[src/rtl/sbox_table_loader.sv]
// sbox_table_loader: streams table words into the masked SBox LookupTable units,
// one broadcast beat per selected unit per entry, and issues single-cycle run pulses.
module sbox_table_loader #(
  parameter int DATA_W      = 32,
  parameter int TABLE_DEPTH = 256,
  parameter int TIMEOUT     = 1024
) (
  input  logic                  clk,
  input  logic                  rst,
  input  logic                  start,
  input  logic [7:0]            unit_mask,
  input  logic                  run_req,
  input  logic                  src_valid,
  input  logic [DATA_W-1:0]     src_data,
  output logic                  src_ready,
  output logic                  sb_valid,
  output logic [10:0]           sb_addr,
  output logic [DATA_W/8-1:0]   sb_wstrb,
  output logic [DATA_W-1:0]     sb_wdata,
  input  logic                  sb_ready,
  output logic                  run,
  output logic                  busy,
  output logic                  done,
  output logic                  err
);
  typedef enum logic [1:0] {IDLE, FETCH, WRITE, DONE} state_t;
  // SBox address decode of units 7..0, packed high to low
  localparam logic [23:0] CODES = {3'b101, 3'b011, 3'b010, 3'b001,
                                   3'b000, 3'b110, 3'b100, 3'b111};
  state_t      state;
  logic [7:0]  mask;
  logic [7:0]  entry;
  logic [2:0]  ptr;
  logic [31:0] tmr;
  logic [3:0]  nxt;
  logic [2:0]  low;
  logic        tmo;
  function automatic logic [3:0] next_above(input logic [7:0] m, input logic [2:0] p);
    logic [3:0] r;
    r = '0;
    for (int i = 7; i >= 0; i--) r = (m[i] && 4'(i) > {1'b0, p}) ? {1'b1, 3'(i)} : r;
    return r;
  endfunction
  function automatic logic [2:0] lowest(input logic [7:0] m);
    logic [2:0] r;
    r = '0;
    for (int i = 7; i >= 0; i--) r = m[i] ? 3'(i) : r;
    return r;
  endfunction
  assign nxt       = next_above(mask, ptr);
  assign low       = lowest(mask);
  assign tmo       = (TIMEOUT != 0) && !sb_ready && (tmr == 32'(TIMEOUT - 1));
  assign src_ready = state == FETCH;
  assign sb_valid  = state == WRITE;
  assign busy      = src_ready || sb_valid;
  assign sb_addr   = sb_valid ? {CODES[3*ptr +: 3], entry} : 11'd0;
  assign sb_wstrb  = sb_valid ? '1 : '0;
  always_ff @(posedge clk) begin
    if (!rst) begin
      state    <= IDLE;
      mask     <= '0;
      entry    <= '0;
      ptr      <= '0;
      tmr      <= '0;
      sb_wdata <= '0;
      run      <= 1'b0;
      done     <= 1'b0;
      err      <= 1'b0;
    end else begin
      run  <= 1'b0;
      done <= 1'b0;
      case (state)
        IDLE: begin
          if (start) begin
            mask  <= unit_mask;
            err   <= 1'b0;
            entry <= '0;
            state <= |unit_mask ? FETCH : DONE;
          end else if (run_req) begin
            run <= 1'b1;
          end
        end
        FETCH: begin
          if (src_valid) begin
            sb_wdata <= src_data;
            ptr      <= low;
            tmr      <= '0;
            state    <= WRITE;
          end
        end
        WRITE: begin
          if (sb_ready) begin
            tmr <= '0;
            if (nxt[3]) begin
              ptr <= nxt[2:0];
            end else if (entry == 8'(TABLE_DEPTH - 1)) begin
              state <= DONE;
            end else begin
              entry <= entry + 8'd1;
              state <= FETCH;
            end
          end else if (tmo) begin
            err   <= 1'b1;
            state <= DONE;
          end else begin
            tmr <= tmr + 32'd1;
          end
        end
        DONE: begin
          done  <= 1'b1;
          state <= IDLE;
        end
      endcase
    end
  end
endmodule

[config.mk]
export PLATFORM = sky130hd
export DESIGN_NAME = sbox_table_loader
export DESIGN_NICKNAME = d
export VERILOG_FILES = /design/src/rtl/sbox_table_loader.sv
export SDC_FILE = /design/constraint.sdc
export NUM_CORES = 1
export LEC_CHECK = 0
export CORE_MARGIN = 2
export CORE_UTILIZATION = 45
export DETAILED_ROUTE_END_ITERATION = 16
export GPL_ROUTABILITY_DRIVEN = 1
export HOLD_SLACK_MARGIN = 0.1
export PLACE_DENSITY = 0.8
export SYNTH_ARGS = -nofsm -noshare
export SYNTH_HDL_FRONTEND = slang
export SYNTH_SLANG_ARGS = --single-unit
[constraint.sdc]
create_clock -name clk -period 2.6 [get_ports clk]
set_input_delay 0.52 -clock clk [delete_from_list [all_inputs] [get_ports clk]]
set_output_delay 0.52 -clock clk [all_outputs]
set_load 0.005 [all_outputs]
==> results.sh, run 1 <==
export IMPL_finalSetupViolCount=0
export IMPL_synth_mux_area_frac=0.002590
export IMPL_post_dp_hpwl_um=7693
export IMPL_finalInstanceArea_um2=5752
export IMPL_ys_dominant_reg_cell="dfxtp_1"
export IMPL_synth_nets=593
export IMPL_gp_congestion=0.8671
export IMPL_vdd_drop_max_v=0.0003690
export IMPL_p_per_area_nw_per_um2=772.8
export IMPL_cts_tree="built"
export IMPL_finalPower_w=0.004445
export IMPL_cts_buffers=9
export IMPL_diodes=0
export IMPL_yosysTopAreaCell="dfxtp_1"
export IMPL_synth_xor_area_share=0.04835
export IMPL_finalWirelength_um=10810
export IMPL_utilization=0.6166
export IMPL_synth_compound_gate_area_share=0.1793
export IMPL_start_kind="flop"
export IMPL_status="complete, no violations"
export IMPL_synth_area_um2=4348
export IMPL_synthArstFlopShare=0
export IMPL_clk_latency_ns=0.36
export IMPL_ys_ff_latch=88
export IMPL_yosys_area_share_simple=0.2875
export IMPL_synth_edf_count=0
export IMPL_holdPathEnd="sb_wdata[4]"
export IMPL_dr_pass1_iters=5
export IMPL_drive_gt1_frac=0.07874
export IMPL_clock_sinks=88
export IMPL_via_per_inst=5.444
export IMPL_start_util=0.4661
export IMPL_slew_viol_final=0
export IMPL_crit_type="flop to primary output"
export IMPL_pin_count=99
export IMPL_worstRegToRegCells=8
export IMPL_path_buf_inv=2
export IMPL_drt_iter0_markers=344
export IMPL_max_freq_mhz=401.6
export IMPL_cts_root_buf="clkbuf_8"
export IMPL_worst_slack_ns=0.1103
export IMPL_worst_pin_slew_ns=0.5708
export IMPL_rsz0062_at_grt="false"
export IMPL_fin_nets=687
export IMPL_fill_cells=791
export IMPL_finClkSkew_ns=0.01150
export IMPL_overflow=0
export IMPL_synth_cells=536
export IMPL_p_leak_nw=2.032
export IMPL_htreeDepth=3
export IMPL_critPathMaxFanout=15
export IMPL_synth_fa_ha_area_frac=0.03165
export IMPL_place_ws_ns=-0.1633
export IMPL_grt_pass1_vias=3924
export IMPL_reg2reg_to="entry[5]"
export IMPL_yosysWarnings=0
export IMPL_placed_cells=747
export IMPL_wire_per_inst_um=14.15
export IMPL_track_usage=0.2138
export IMPL_area_delta_synth_final_pct=32.29
export IMPL_dpl_instance_area_um2=5482
export IMPL_grt_max_degree=33
export IMPL_min_delay_path_depth=2
export IMPL_path_cells="buf_4 > ha_1 > or2_2 > a21oi_1 > clkdlybuf4s50_1"
export IMPL_die_y_um=102.3
export IMPL_critPathCaptureType="primary output"
export IMPL_hold_class="flop to flop"
export IMPL_cp_slowest_stage_delay_ns=0.51
export IMPL_period_minus_slack_ns=2.490
export IMPL_ys_types=54
export IMPL_final_cells=764
export IMPL_avgSynthCellArea_um2=8.112
export IMPL_path_clk_slew_ns=0.10
export IMPL_antenna_found_initial=0
export IMPL_cpLargestDelayFamily="buffers and inverters"
export IMPL_cp_required_ns=2.08
export IMPL_critPathArrivalTime_ns=1.97
export IMPL_regToRegSetupSlack_ns=0.24
export IMPL_cts_buffer_depth=2
export IMPL_drc_errors=0
export IMPL_synth_top_family_by_area="simple AND/OR/NAND/NOR gates"
export IMPL_min_period_over_period=0.9576
export IMPL_io_buffers=98
export IMPL_fp_dieW_um=102.3
export IMPL_seq_area_frac_synth=0.4052
export IMPL_synth_area_leaders="dfxtp_1 41%, nand2_1 8.6%, a21boi_0 7.6%"
export IMPL_coreArea_um2=9328
export IMPL_grt_pass1_wl_um=18130
export IMPL_rows=35
export IMPL_vias=4159
export IMPL_slowest_stage="clkdlybuf4s50_1"
export IMPL_drv_cap=0
export IMPL_hold_viol=0
export IMPL_r2r_start="state[0]"
export IMPL_hold_start="sb_wdata[4]"
export IMPL_ant_nets=0
export IMPL_yosysTopAreaCellShare=0.4052
export IMPL_slew_headroom=0.6174
export IMPL_fp_dieArea_um2=10460
==> synth_stat cells, drive strengths merged, types with 10 or more instances <==
master  instances
a21boi         44
a21oi          20
and2           14
and3           11
buf            10
clkbuf         23
dfxtp          88
ha             11
inv            12
nand2         100
nand4          27
nor2           42
o21ai          26
or3            11
xor2           19
==> metrics by stage <==
step | hold WS, ns | TNS [ns]
after floorplan | 0.4600 | 0
after global placement | 0.4488 | -0.01245
after detailed placement | 0.4549 | -1.118
after CTS | 0.4671 | 0
after global routing | 0.4925 | 0
final | 0.4623 | 0
==> what timing repair did <==
action	4_1_cts	5_1_grt
endpoints found under the hold margin	0	0
hold buffers	0	0
setup buffers	0	1
endpoints found under the setup margin	3	11
resized for setup	4	4
==> placed cells by master (no fill, tap or decap), types with 2 or more instances in the layout <==
master,instances
a21boi_0,44
a21oi_1,20
a31oi_1,4
and2_1,14
and3_1,10
and4_1,5
buf_4,16
bufinv_16,2
clkbuf_8,11
clkdlybuf4s50_1,98
clkinvlp_4,2
dfxtp_1,87
ha_1,10
inv_1,10
nand2_1,100
nand2b_1,5
nand3_1,6
nand4_1,27
nor2_1,42
nor2b_1,3
nor3_1,6
nor4_1,6
o211ai_1,3
o21ai_0,24
o21bai_1,2
o31ai_1,5
or3_1,10
or4_1,5
xnor2_1,5
xor2_1,19
==> metal layers <==
| layer | GRT usage | share of wire | vias up |
|---|---|---|---|
| met1 | 0.2574 | 0.43 | 1957 |
| met3 | 0.03830 | 0.043 | 22 |
| li1 | - | - | 2062 |
| met4 | 0.08923 | 0.021 | 0 |
| met2 | 0.3755 | 0.51 | 118 |
| met5 | 0 | 0 | - |
==> flip-flops by register name, indices dropped and copies added (netlist names) <==
register / count
ptr: 3
err: 1
state: 2
mask: 8
run: 1
sb_wdata: 32
done: 1
entry: 8
tmr: 32
==> tightest hold or removal path, stage by stage, from the launching register on <==
cell,delay (ns)
dfxtp_1,0.32
nand2_1,0.04
a21boi_0,0.06
==> worst max path at each step <==
stage / start / to / slack [ns] / cells past startpoint
3_5_place_dp: sb_ready / entry[6] / -0.16 / 7
6_report: ptr[1] / sb_addr[10] / 0.11 / 5
2_1_floorplan: state[0] / entry[2] / 0.35 / 9
5_1_grt: state[0] / sb_addr[10] / 0.01 / 6
3_3_place_gp: sb_ready / entry[4] / -0.007 / 7
4_1_cts: state[0] / sb_addr[10] / 0.03 / 6
==> area by class of cell <==
| class | count | area (um^2) | share of cell area |
|---|---|---|---|
| multi-input cells | 403 | 2411 | 0.4192 |
| flip-flops and latches | 88 | 1763 | 0.3065 |
| repair buffers | 116 | 1136 | 0.1975 |
| well taps | 129 | 161.4 | 0.02806 |
| clock buffers | 12 | 155.1 | 0.02697 |
| clock inverters | 4 | 76.32 | 0.01327 |
| inverters | 12 | 48.80 | 0.008484 |
==> power breakdown <==
part	leakage [nW]	switching (W)	internal, W
clock	0.113	0.000499	0.000597
combinational	1.21	0.000926	0.000788
sequential	0.714	0.000134	0.00150
==> logic make-up after synthesis <==
kind of cell | after synthesis
XOR/XNOR | 24
AND/OR/NAND/NOR | 250
AO/OA/AOI/OAI | 117
flip-flops | 88
adder cells (fa/ha/maj) | 11
multiplexers | 1
buffers and inverters | 45
(Power assumes the default switching activity.)
==> inputs of run 2 (changes only) <==
--- a/config.mk
+++ b/config.mk
@@ -11,6 +11,7 @@
 export GPL_ROUTABILITY_DRIVEN = 1
 export HOLD_SLACK_MARGIN = 0.1
 export PLACE_DENSITY = 0.8
+export RECOVER_POWER = 100
 export SYNTH_ARGS = -nofsm -noshare
 export SYNTH_HDL_FRONTEND = slang
 export SYNTH_SLANG_ARGS = --single-unit
==> results.sh, run 2 (synthesis gave the netlist of run 1 again) <==
export IMPL_cts_buffers=9
export IMPL_critPathMaxFanout=15
export IMPL_critPathArrivalTime_ns=1.97
export IMPL_io_buffers=98
export IMPL_vias=4157
export IMPL_grt_pass1_vias=3924
export IMPL_worst_pin_slew_ns=0.7899
export IMPL_combPwrFrac=0.374
export IMPL_p_sw_frac=0.3553
export IMPL_intPower_w=0.002808
export IMPL_gp_congestion=0.8671
export IMPL_pin_count=99
export IMPL_clk_latency_ns=0.37
export IMPL_grt_pass1_wl_um=18130
export IMPL_status="complete, no violations"
export IMPL_cts_root_buf="clkbuf_8"
export IMPL_drt_iter0_markers=246
export IMPL_hold_buffers=0
export IMPL_placed_cells=747
export IMPL_overflow=0
export IMPL_dr_pass1_iters=7
export IMPL_start_util=0.4661
export IMPL_vdd_drop_max_v=0.0003622
export IMPL_p_per_area_nw_per_um2=762.8
export IMPL_path_clk_slew_ns=0.10
export IMPL_clock_sinks=88
export IMPL_drive_gt1_frac=0.06457
export IMPL_coreArea_um2=9328
export IMPL_wire_per_inst_um=14.19
export IMPL_final_cells=764
export IMPL_clkPwrFrac=0.251
export IMPL_cts_buffer_depth=2
export IMPL_drv_cap=0
export IMPL_max_freq_mhz=402.0
export IMPL_fin_nets=687
export IMPL_via_per_inst=5.441
export IMPL_finClkSkew_ns=0.01081
export IMPL_tns_ns=0
export IMPL_mostFrequentLayoutCell="nand2_1"
export IMPL_critPathCaptureType="primary output"
export IMPL_finalSetupViolCount=0
export IMPL_htreeDepth=3
export IMPL_ant_nets=0
export IMPL_area_delta_synth_final_pct=31.34
export IMPL_globalRouteMet2Util=0.3755
export IMPL_hold_class="flop to flop"
export IMPL_reg_top3="sb_wdata: 32 flops, tmr: 32 flops"
export IMPL_p_switching_w=0.001548
export IMPL_min_period_over_period=0.9567
export IMPL_crit_type="flop to primary output"
export IMPL_p_leak_nw=2.166
export IMPL_grt_max_degree=33
export IMPL_layout_common_cells="100 x nand2_1, 88 x dfxtp_1, 52 x dlygate4sd3_1"
export IMPL_rows=35
export IMPL_cp_required_ns=2.08
export IMPL_cts_tree="built"
export IMPL_fp_dieArea_um2=10460
export IMPL_place_ws_ns=-0.1633
export IMPL_period_minus_slack_ns=2.488
export IMPL_fp_dieW_um=102.3
export IMPL_track_usage=0.2138
export IMPL_grt_util_met3=0.03830
export IMPL_finalWirelength_um=10840
export IMPL_rsz0062_at_grt="false"
export IMPL_grt_busiest_layer="met2"
export IMPL_hold_viol=0
export IMPL_die_y_um=102.3
export IMPL_slew_headroom=0.4678
export IMPL_worst_slack_ns=0.1125
export IMPL_post_dp_hpwl_um=7693
export IMPL_diodes=0
export IMPL_drc_errors=0
export IMPL_sequentialPowerShare=0.374
export IMPL_antenna_found_initial=0
export IMPL_grt_met1_usage=0.2574
export IMPL_start_kind="flop"
export IMPL_slew_viol_final=0
==> run 2: cell count changes in the layout (fill, tap and decap cells not counted), moves of 2 or more <==
cell and delta:
clkdlybuf4s50_1 -52, dlygate4sd3_1 +52, buf_4 -7, clkbuf_1 +5, and2_0 +3, and2_1 -3
clkbuf_2 +2
==> run 2: per-stage QoR <==
step	hold slack [ns]	total power [W]	instance area [um^2]	utilization
after floorplan	0.4600	0.002645	4348	-
after global placement	0.4488	0.003253	5482	0.5877
after detailed placement	0.4549	0.003316	5482	0.5877
after CTS	0.4671	0.004436	5733	0.6146
after global routing	0.4921	0.004644	5710	0.6122
final	0.4593	0.004356	5710	0.6122
==> run 2: worst max-delay path, cell delays in order (launching register included) <==
cell and delay (ns):
dfxtp_1 0.32, buf_4 0.18, ha_1 0.18, or2_2 0.26, a21oi_1 0.15, clkdlybuf4s50_1 0.51
==> run 2: per-layer routing <==
| layer | vias to the layer above | part of all wire |
|---|---|---|
| met2 | 129 | 0.51 |
| met4 | 0 | 0.019 |
| met5 | - | 0 |
| met3 | 18 | 0.046 |
| li1 | 2062 | - |
| met1 | 1948 | 0.42 |
==> run 2: power groups by stage <==
stage	registers, W	logic (W)	clock network, W
floorplan	0.00163	0.00101	0
global placement	0.00165	0.00160	0
detailed placement	0.00166	0.00166	0
CTS	0.00163	0.00169	0.00111
global route	0.00165	0.00183	0.00117
finish	0.00163	0.00163	0.00110
==> run 2: timing repair <==
item | in CTS | in global routing
hold endpoints to repair | 0 | 0
resized for setup | 4 | 4
buffers inserted | 0 | 1
endpoints found under the setup margin | 3 | 11
==> run 2: final cells by class <==
type / count / area, um^2
clock buffers: 12 / 155.1
clock inverters: 4 / 76.32
fillers: 801 / 3617
inverters: 12 / 48.80
multi-input cells: 403 / 2395
flip-flops and latches: 88 / 1762
well taps: 129 / 161.4
repair buffers: 116 / 1112
==> run 2: path summary, 6_finish.rpt <==
kind                from     endpoint  slack, ns  cells past startpoint
max               ptr[1]  sb_addr[10]       0.11                      5
min          sb_wdata[4]  sb_wdata[4]       0.46                      2
max reg2reg     state[1]     entry[5]       0.18                      8
min reg2reg  sb_wdata[4]  sb_wdata[4]       0.46                      2
==> inputs of run 3 (changes only) <==
--- a/config.mk
+++ b/config.mk
@@ -10,7 +10,7 @@
 export DETAILED_ROUTE_END_ITERATION = 16
 export GPL_ROUTABILITY_DRIVEN = 1
 export HOLD_SLACK_MARGIN = 0.1
-export PLACE_DENSITY = 0.8
+export PLACE_DENSITY = 0.71
 export RECOVER_POWER = 100
 export SYNTH_ARGS = -nofsm -noshare
 export SYNTH_HDL_FRONTEND = slang
==> results.sh, run 3 (synthesis gave the netlist of run 1 again) <==
export IMPL_antenna_found_initial=0
export IMPL_grt_max_degree=33
export IMPL_fp_dieW_um=102.3
export IMPL_pin_count=99
export IMPL_htreeDepth=3
export IMPL_clock_sinks=88
export IMPL_worst_pin_slew_ns=0.8550
export IMPL_hold_buffers=0
export IMPL_start_kind="flop"
export IMPL_dr_pass1_iters=4
export IMPL_area_delta_synth_final_pct=31.28
export IMPL_cts_tree="built"
export IMPL_wire_per_inst_um=14.56
export IMPL_p_leak_nw=2.105
export IMPL_via_per_inst=5.455
export IMPL_hold_viol=0
export IMPL_slew_viol_final=0
export IMPL_slowest_stage="clkdlybuf4s50_1"
export IMPL_utilization=0.6119
export IMPL_gp_congestion=0.8254
export IMPL_drt_iter0_markers=207
export IMPL_fp_dieArea_um2=10460
export IMPL_overflow=0
export IMPL_diodes=0
export IMPL_layout_common_cells="100 x nand2_1, 87 x dfxtp_1, 62 x clkdlybuf4s50_1"
export IMPL_coreArea_um2=9328
export IMPL_min_period_over_period=0.9583
export IMPL_grt_pass1_vias=3859
export IMPL_drive_gt1_frac=0.07559
export IMPL_status="complete, no violations"
export IMPL_dpl_instance_area_um2=5487
export IMPL_critPathCaptureType="primary output"
export IMPL_path_buf_inv=4
export IMPL_path_clk_slew_ns=0.09
export IMPL_rows=35
export IMPL_finalInstanceArea_um2=5708
export IMPL_finalWirelength_um=11120
export IMPL_cpLargestDelayFamily="buffers and inverters"
export IMPL_grt_pass1_wl_um=18270
export IMPL_vdd_drop_max_v=0.0004238
export IMPL_slew_headroom=0.4300
export IMPL_fin_nets=687
export IMPL_io_buffers=98
export IMPL_cts_buffer_depth=2
export IMPL_cp_required_ns=2.08
export IMPL_placed_cells=746
export IMPL_start_util=0.4661
export IMPL_cp_slowest_stage_delay_ns=0.51
export IMPL_die_y_um=102.3
export IMPL_final_cells=764
export IMPL_finalSetupViolCount=0
export IMPL_cts_root_buf="clkbuf_8"
export IMPL_p_per_area_nw_per_um2=740.8
export IMPL_drv_cap=0
export IMPL_finClkSkew_ns=0.01099
export IMPL_critPathArrivalTime_ns=1.97
export IMPL_post_dp_hpwl_um=7825
export IMPL_worst_slack_ns=0.1083
export IMPL_vias=4168
export IMPL_track_usage=0.2159
export IMPL_place_ws_ns=-0.1161
export IMPL_reg_top3="sb_wdata: 32 flops, tmr: 32 flops"
export IMPL_mostFrequentLayoutCell="nand2_1"
export IMPL_crit_type="flop to primary output"
export IMPL_path_cells="inv_2 > ha_4 > buf_12 > clkinvlp_4 > a21oi_1 > clkdlybuf4s50_1"
export IMPL_period_minus_slack_ns=2.492
export IMPL_finalPower_w=0.004229
export IMPL_max_freq_mhz=401.3
export IMPL_cts_buffers=9
export IMPL_drc_errors=0
export IMPL_hold_class="flop to flop"
export IMPL_critPathMaxFanout=25
export IMPL_clk_latency_ns=0.35
export IMPL_ant_nets=0
-- run 3: changes by cell type in the layout (fill, tap and decap cells not counted), sizes merged --
cell           before  now
clkinvlp            2    5
inv                11   12
bufinv              2    0
clkdlybuf4s50      46   62
dlygate4sd3        52   36
buf                11   15
clkbuf             19   13
-- run 3: cell type report --
type                       instances  area (um^2)
fill                             855         3620
sequential                        88         1763
clock inverter                     6        43.79
timing repair buffer             116         1142
multi-input combinational        403         2411
inverter                          12        48.80
clock buffer                      10        137.6
tap                              129        161.4
-- run 3: per-stage QoR --
step / setup TNS (ns) / hold WS, ns
after global routing: -0.02504 / 0.4883
after global placement: -0.005280 / 0.4499
final: 0 / 0.4654
after floorplan: 0 / 0.4600
after CTS: 0 / 0.4690
after detailed placement: -0.8611 / 0.4593
-- run 3: where the power goes --
part	leakage (nW)	internal (W)	switching (W)	total (W)
sequential	0.714	0.00150	0.000133	0.00163
clock	0.0809	0.000375	0.000510	0.000886
combinational	1.31	0.000769	0.000940	0.00171
total	2.11	0.00265	0.00158	0.00423
-- run 3: per-layer routing --
metal	GRT usage	share of wire
met5	0	0
met1	0.2598	0.42
met2	0.3887	0.50
met4	0.05641	0.013
met3	0.04856	0.060
-- run 3: path summary, 6_finish.rpt --
check	startpoint	end	slack, ns	cells past startpoint
max	state[0]	sb_addr[10]	0.11	6
min	sb_wdata[0]	sb_wdata[0]	0.47	2
max reg2reg	state[0]	entry[7]	0.21	8
min reg2reg	sb_wdata[0]	sb_wdata[0]	0.47	2
-- run 3: timing repair --
item,in CTS,in global routing
buffers inserted,0,2
resized for setup,3,6
setup endpoints to repair,3,11
cloned,0,0
-- run 3: tightest hold or removal path, cell delays in order (launching register included) --
cell and delay, ns:
dfxtp_1 0.31, nand2_1 0.05, a21boi_0 0.06
